--- src/rtl/bcd_display_scan.sv ---
// bcd_display_scan: multiplexed 3-digit BCD display driver with dead-time gaps and per-frame input snapshot
module bcd_display_scan #(
  parameter int DIV  = 50000,
  parameter int DEAD = 16
) (
  input  logic        clk,
  input  logic        rst,
  input  logic [11:0] binary,
  input  logic        lz_en,
  output logic [2:0]  an,
  output logic [6:0]  seg,
  output logic        frame_start
);
  typedef enum logic {GAP, SHOW} state_t;
  state_t      state_q, state_d;
  logic [1:0]  slot_q, slot_d;
  logic [15:0] pre_q, pre_d;
  logic [11:0] snap_q, snap_d;
  logic        lz_q, lz_d;
  logic [2:0]  an_d;
  logic [6:0]  seg_d;
  logic        fs_d;
  logic [3:0]  nib;
  logic        blank, last;
  function automatic logic [6:0] dec(input logic [3:0] n);
    case (n)
      4'd0: dec = 7'b1000000;
      4'd1: dec = 7'b1111001;
      4'd2: dec = 7'b0100100;
      4'd3: dec = 7'b0110000;
      4'd4: dec = 7'b0011001;
      4'd5: dec = 7'b0010010;
      4'd6: dec = 7'b0000010;
      4'd7: dec = 7'b1111000;
      4'd8: dec = 7'b0000000;
      4'd9: dec = 7'b0010000;
      default: dec = 7'b0111111;
    endcase
  endfunction
  always_comb begin
    last    = pre_q == 16'(state_q == SHOW ? DIV - 1 : DEAD - 1);
    state_d = last ? (state_q == SHOW ? GAP : SHOW) : state_q;
    pre_d   = last ? 16'd0 : pre_q + 16'd1;
    slot_d  = last && state_q == SHOW ? (slot_q == 2'd2 ? 2'd0 : slot_q + 2'd1) : slot_q;
    snap_d  = last && state_q == GAP && slot_q == 2'd0 ? binary : snap_q;
    lz_d    = last && state_q == GAP && slot_q == 2'd0 ? lz_en : lz_q;
    nib     = slot_q == 2'd2 ? snap_q[11:8] : slot_q == 2'd1 ? snap_q[7:4] : snap_q[3:0];
    // middle zero is leading only when the left digit shows nothing
    blank   = nib == 4'hF || (lz_q && nib == 4'h0 && (slot_q == 2'd2 ||
              (slot_q == 2'd1 && (snap_q[11:8] == 4'h0 || snap_q[11:8] == 4'hF))));
    an_d    = state_q == SHOW ? ~(3'b001 << slot_q) : 3'b111;
    seg_d   = state_q != SHOW || blank ? 7'b1111111 : dec(nib);
    fs_d    = state_q == SHOW && slot_q == 2'd0 && pre_q == 16'd0;
  end
  always_ff @(posedge clk or posedge rst) begin
    if (rst) begin
      state_q     <= GAP;
      slot_q      <= 2'd0;
      pre_q       <= 16'd0;
      snap_q      <= 12'hFFF;
      lz_q        <= 1'b0;
      an          <= 3'b111;
      seg         <= 7'b1111111;
      frame_start <= 1'b0;
    end else begin
      state_q     <= state_d;
      slot_q      <= slot_d;
      pre_q       <= pre_d;
      snap_q      <= snap_d;
      lz_q        <= lz_d;
      an          <= an_d;
      seg         <= seg_d;
      frame_start <= fs_d;
    end
  end
endmodule

--- config.mk ---
export PLATFORM = sky130hd
export DESIGN_NAME = bcd_display_scan
export DESIGN_NICKNAME = d
export VERILOG_FILES = /design/src/rtl/bcd_display_scan.sv
export SDC_FILE = /design/constraint.sdc
export NUM_CORES = 1
export LEC_CHECK = 0
export BUFFER_PORTS_ARGS = -buffer_cell sky130_fd_sc_hd__buf_2
export CAP_MARGIN = 10
export CORE_MARGIN = 5
export CORE_UTILIZATION = 58
export CTS_CLUSTER_DIAMETER = 60
export DETAILED_ROUTE_END_ITERATION = 8
export PLACE_DENSITY = 0.77
export SLEW_MARGIN = 0
export SYNTH_ARGS = -nofsm -noshare
export SYNTH_HDL_FRONTEND = slang
export SYNTH_SLANG_ARGS = --single-unit
--- constraint.sdc ---
create_clock -name clk -period 3.4 [get_ports clk]
set_clock_uncertainty 0.15 [all_clocks]
set_input_delay 0 -clock clk [delete_from_list [all_inputs] [get_ports clk]]
set_output_delay 0 -clock clk [all_outputs]
set_load 0.05 [all_outputs]
## After elaboration in Yosys (flattened, before gate mapping)

Memory sizes are Yosys's and may differ from the RTL's.
Index checks and enable logic that the tools add are counted.

| word-level totals | value |
|---|---|
| register bits | 43 |
| bits in latches | 0 |
| memory bits (writable) | 0 |
| memory bits (read-only) | 112 |
| word-level logic and storage cells | 43 |
| memories | 1 |

Memory list:

| name | words | bits a word | read ports | clocked after Yosys merged registers in | wr ports | line | RTL |
|---|---|---|---|---|---|---|---|
| (no name shown) | 16 | 7 | 1 | 0 | 0 | 26 | `case (n)` |

| operators by class | value |
|---|---|
| $add $sub $neg | 2 |
| multipliers | 0 |
| div/mod/pow operators | 0 |
| order comparisons | 0 |
| eq/ne operators | 5 |
| shifts and indexed selects | 1 |
| multiplexer cells | 8 |
| bitwise gates (word level) | 2 |
| reductions and logical operators | 16 |

Operator list:

| kind | number |
|---|---|
| 16-bit two-way mux | 2 |
| 16-bit by 1-bit adder with 16-bit output (second input constant) | 1 |
| 16-bit equality test | 1 |
| 16-bit zero test | 1 |
| 4-bit equality test (second input constant) | 2 |
| 1-bit logical AND | 8 |
| 4-bit zero test | 2 |
| 4-bit two-way mux | 2 |
| 7-bit two-way mux | 1 |
| 1-bit logical OR | 4 |
| 3-bit two-way mux | 1 |
| 3-bit inverter | 1 |
| 1-bit by 2-bit left shift with 3-bit output (first input constant) | 1 |
| 2-bit by 1-bit adder with 2-bit output (second input constant) | 1 |
| 2-bit by 1-bit equality test with 1-bit output (second input constant) | 1 |
| 2-bit equality test (second input constant) | 1 |
| 2-bit zero test | 1 |
| 2-bit two-way mux | 1 |
| 1-bit two-way mux | 1 |
| 1-bit inverter | 1 |

## Longest topological paths before layout

| logic depth | value |
|---|---|
| word-level depth | 9 |
| depth in mapped cells | 10 |

## Least setup slack after synthesis

Ideal clock, no wire load.

| timing path | value |
|---|---|
| path type | flip-flop to flip-flop |
| start | register slot_q[0] |
| end | register seg[0] |
| setup time | 103 ps |
| arrival | 2492 ps |
| path slack | 655 ps |
| stages on the path, launching flop included | 11 |
| buffers on the path | 3 |
| clock period less this slack | 2745 ps |
| cells stage by stage | dfrtp_1 > clkbuf_1 > clkbuf_1 > buf_1 > mux2i_1 > inv_1 > ha_1 > nand4b_1 > a211oi_1 > nor3_1 > o22ai_1 |

| on the way | value |
|---|---|
| longest elaborated chain between the ends | 9 |
| elaborated cells between the ends (all ways) | 14 |
| those cells by class | 3 x eq/ne; 3 x mux; 7 x reduce/logical; 1 x memory |

RTL lines:

| item | line | RTL |
|---|---|---|
| start, declared | 16 | `logic [1:0] slot_q, slot_d;` |
| start signal, assigned | 67 | `slot_q <= slot_d;` |
| parallel branches: the longest is 8 deep, another holds memory 16 x 7 bit | n/a |  |
| 7-bit two-way mux * | 52 | `seg_d = state_q != SHOW \|\| blank ? 7'b1111111 : dec(nib);` |
| net seg_d[0] | 21 | `logic [6:0] seg_d;` |
| end signal, assigned | 72 | `seg <= seg_d;` |
| end, declared | 11 | `output logic [6:0] seg,` |

Mark *: on every way through the listed nets, which the timed path passes.
A chain may end at the register's enable or synchronous reset.

## Worst setup path in the final report

| timing path | value |
|---|---|
| start | register slot_q[1] |
| end | register seg[1] |

Same word-level chain as after synthesis.

==> metrics.md <==
| Metric | Value |
|---|---|
| Setup crit start kind | `flop` |
| Detailed-route via count | `about 1600` |
| Netlist area before placement | `0.00231 mm²` |
| Number of levels in the clock H-tree | `2` |
| Post-CTS setup repair buffer count | `0` |
| Startpoint-to-endpoint class of the critical path | `flop to flop` |
| Warning count from the yosys run | `0` |
| Yosys reg bits | `43` |
| Total congestion overflow | `0` |
| Max-slew violations | `0` |
| Initial antenna violation count | `0` |
| Growth of design area from synthesis to finish | `17.3%` |
| Detail Route Antenna Nets | `0` |
| Peak per-stage delay on the critical path | `just under 0.8 ns` |
| Critical Path Slowest Stage Cell | `dfrtp_1` |
| Fmax | `about 340 MHz` |
| Number of distinct library cells after synthesis | `43` |
| Delay-heaviest family, CP | `flip-flops` |
| Vias in the first global route | `around 1500` |
| Maximum root-to-sink buffer count | `2` |
| Fraction of the cycle the final worst path needs | `0.871` |
| First-pass GRT wire length | `around 7300 µm` |
| Leakage | `0.00121 µW` |
| Detailed Route WL | `4250 µm` |
| Setup slack at placement | `between 0.4 and 0.5 ns` |
| HP Class | `primary input to asynchronous set/reset pin` |
| Switching part of the total power | `0.235` |
| Pin count of the biggest net entering global routing | `29` |
| Endpoint type of the worst setup path | `flop` |
| Final setup margin | `approximately 0.44 ns` |
| Status | `finished, final reports clean` |
| Comb power frac | `0.113` |
| Detailed router's first-iteration violation count | `123` |
| Max-Cap Viols | `0` |
| Most frequent cells in the layout | `buf_2 (25), dfstp_2 (22), dfrtp_1 (21)` |
| IO Pins | `26` |
| Insertion delay to the later sink of the worst-skew pair | `0.29 ns` |
| Multi-input gate area in the final layout | `0.00113 mm²` |
| Root buffer cell | `clkbuf_8` |
| Clock sinks | `43` |
| Share of final-layout standard cells stronger than drive strength 1 | `0.315` |
| Area share of the largest cell type after synthesis | `0.251` |
| Design internal power | `769 µW` |
| Synth async-reset ratio | `1.00` |
| Gate count after technology mapping | `201` |
| Std cell rows | `23` |
| Reg power frac | `0.544` |
| Hold-fix buffer count after cts | `14` |
| Remaining design rule violation count | `0` |
| Routed len/inst | `roughly 15 µm` |
| Worst Path Arrival | `3.00 ns` |
| GRT Total Usage | `0.178` |
| RSZ-0062 raised after global routing | `no` |
| Commonest register cell after synthesis | `dfstp_2` |
| Hold violation count in the final report | `0` |
| Synthesized area per cell | `~11 µm²` |
| Detailed-route vias per instance | `5.58` |
| HPWL after detailed placement | `3050 µm` |
| DIE AREA | `0.00534 mm²` |
| Starting density of the core | `0.589` |
| Critical path required time | `between 3 and 4 ns` |
| Power density over the cells | `372 mW/mm²` |
| TritonCTS clock tree | `built` |
| Clock input transition at the sequential cells of the worst setup and hold paths | `~0.070 ns` |
| Setup Viol. Count Final | `0` |
| Number of buffer and inverter instances along the worst setup path | `1` |
| Share of total power in the clock network | `0.343` |
| Most area-hungry cell type in the Yosys netlist | `dfstp_2` |
| Count of flip-flops with a built-in enable after synthesis | `0` |
| Cell seen most often among critical-path stages | `mux2i_1` |
| Synthesized netlist net count | `about 220` |
| Placeable core region | `0.00391 mm²` |
| CP max FO | `17` |
| Total area of sequential cells | `0.00110 mm²` |
| Leading cell type in the layout, fill and taps excluded | `buf_2` |
| Post_cts resized | `0` |
| Antenna cells | `0` |
| Final net count | `around 260` |
| Final worst path period need | `roughly 3.0 ns` |
| Number of buffers inserted by port buffering | `25` |
| Total clock buffers created by CTS | `5` |
| Total Neg Setup Slack | `0 ns` |
| Routability Congestion | `0.838` |
| Crit-path cells | `mux2i_1, mux2i_1, inv_1, ha_1, nand4b_1, a211oi_1, nor3_1, o22ai_1` |
| Normalized max-slew margin | `0.374` |
| Part of the Yosys area used for sequential elements | `0.479` |
| Vertical extent of the die | `approximately 73 µm` |
| First-pass iteration count of the detailed router | `4` |
| Width of the die | `about 73 µm` |
| Filler instances | `about 300` |
| Max IR drop VDD | `~0.00044 V` |
| Transition at the pin with the smallest max-transition slack | `0.939 ns` |
| Area contributors post-synth | `dfstp_2 (25%), dfrtp_1 (23%), mux2_4 (6.5%)` |
| Net switching power | `237 µW` |
## tightest hold or removal path, delay by kind of cell
family	cells	cell delay, ns
buf+inv	3	1.07
## power by group through the flow
stage	combinational [µW]	sequential (µW)	clock, µW
2_1_floorplan	48.4	581	0
3_3_place_gp	99.7	556	0
3_5_place_dp	102	556	0
4_1_cts	114	547	357
5_1_grt	124	549	377
6_report	114	547	345
## synthesized netlist by cell type, types with 3 or more instances
cell / count
dfstp_2: 22
clkbuf_1: 4
inv_1: 7
a211oi_1: 3
o22ai_1: 6
nand4_1: 7
mux2_2: 6
nor2b_1: 7
xnor2_1: 5
buf_2: 3
or4_1: 3
xor2_1: 8
nand3_1: 6
mux2i_1: 13
nor2_1: 17
a22oi_1: 3
mux2_4: 10
dfrtp_1: 21
nand2_1: 5
ha_1: 7
nand3b_1: 3
a21oi_1: 5
and3_1: 5
## worst paths after layout
| path | endpoint | start | depth (start not counted) | slack, ns |
|---|---|---|---|---|
| hold reg to reg | pre_q[0]$_DFF_PP0_ | pre_q[0]$_DFF_PP0_ | 1 | 0.34 |
| max in group asynchronous | seg[1]$_DFF_PP1_ | rst | 4 | 2.15 |
| min in group clk | snap_q[4]$_DFFE_PP1P_ | binary[4] | 3 | 0.30 |
| setup / recovery | seg[1]$_DFF_PP1_ | slot_q[1]$_DFFE_PP0P_ | 8 | 0.44 |
| hold / removal | slot_q[1]$_DFFE_PP0P_ | rst | 3 | 0.16 |
| setup reg to reg | seg[1]$_DFF_PP1_ | slot_q[1]$_DFFE_PP0P_ | 8 | 0.44 |
## per-stage QoR
stage	hold slack, ns	total power (µW)	area [µm²]	cells	util
after floorplan	-0.0166	630	2310	201	-
after global placement	-0.0812	655	2460	269	0.629
after detailed placement	-0.0706	658	2460	269	0.629
after CTS	0.160	1020	2700	291	0.691
after global routing	0.225	1050	2700	291	0.691
final	0.162	1010	2700	291	0.691
## layer usage
layer / GRT usage / vias up / routed length (µm) / part of all wire
met3: 0.0331 / 5 / 218 / 0.051
li1: - / 804 / - / -
met2: 0.274 / 42 / 1990 / 0.47
met1: 0.248 / 772 / 1980 / 0.47
met5: 0 / - / 0 / 0
met4: 0.0676 / 0 / 59 / 0.014
## cell type report
class                           count  share of cell area
Multi-Input combinational cell    142               0.418
Sequential cell                    43               0.408
Timing Repair Buffer               41               0.104
Clock buffer                        8              0.0370
Tap cell                           50              0.0231
Inverter                            7             0.00972
## flip-flops by register name, summed over array words and instances, names as in the netlist
name and cells:
slot_q 2, an 3, seg 7, pre_q 16
state_q 1, snap_q 12, lz_q 1, frame_start 1
## cells by family after synthesis
group,after synthesis,synth area share
mux,30,0.156
xor+xnor,13,0.0494
buf+inv,16,0.0309
compound gates,26,0.0781
flops,43,0.479
simple gates,66,0.169
fa+ha+maj,7,0.0380
Power figures use the tool's default switching activity.
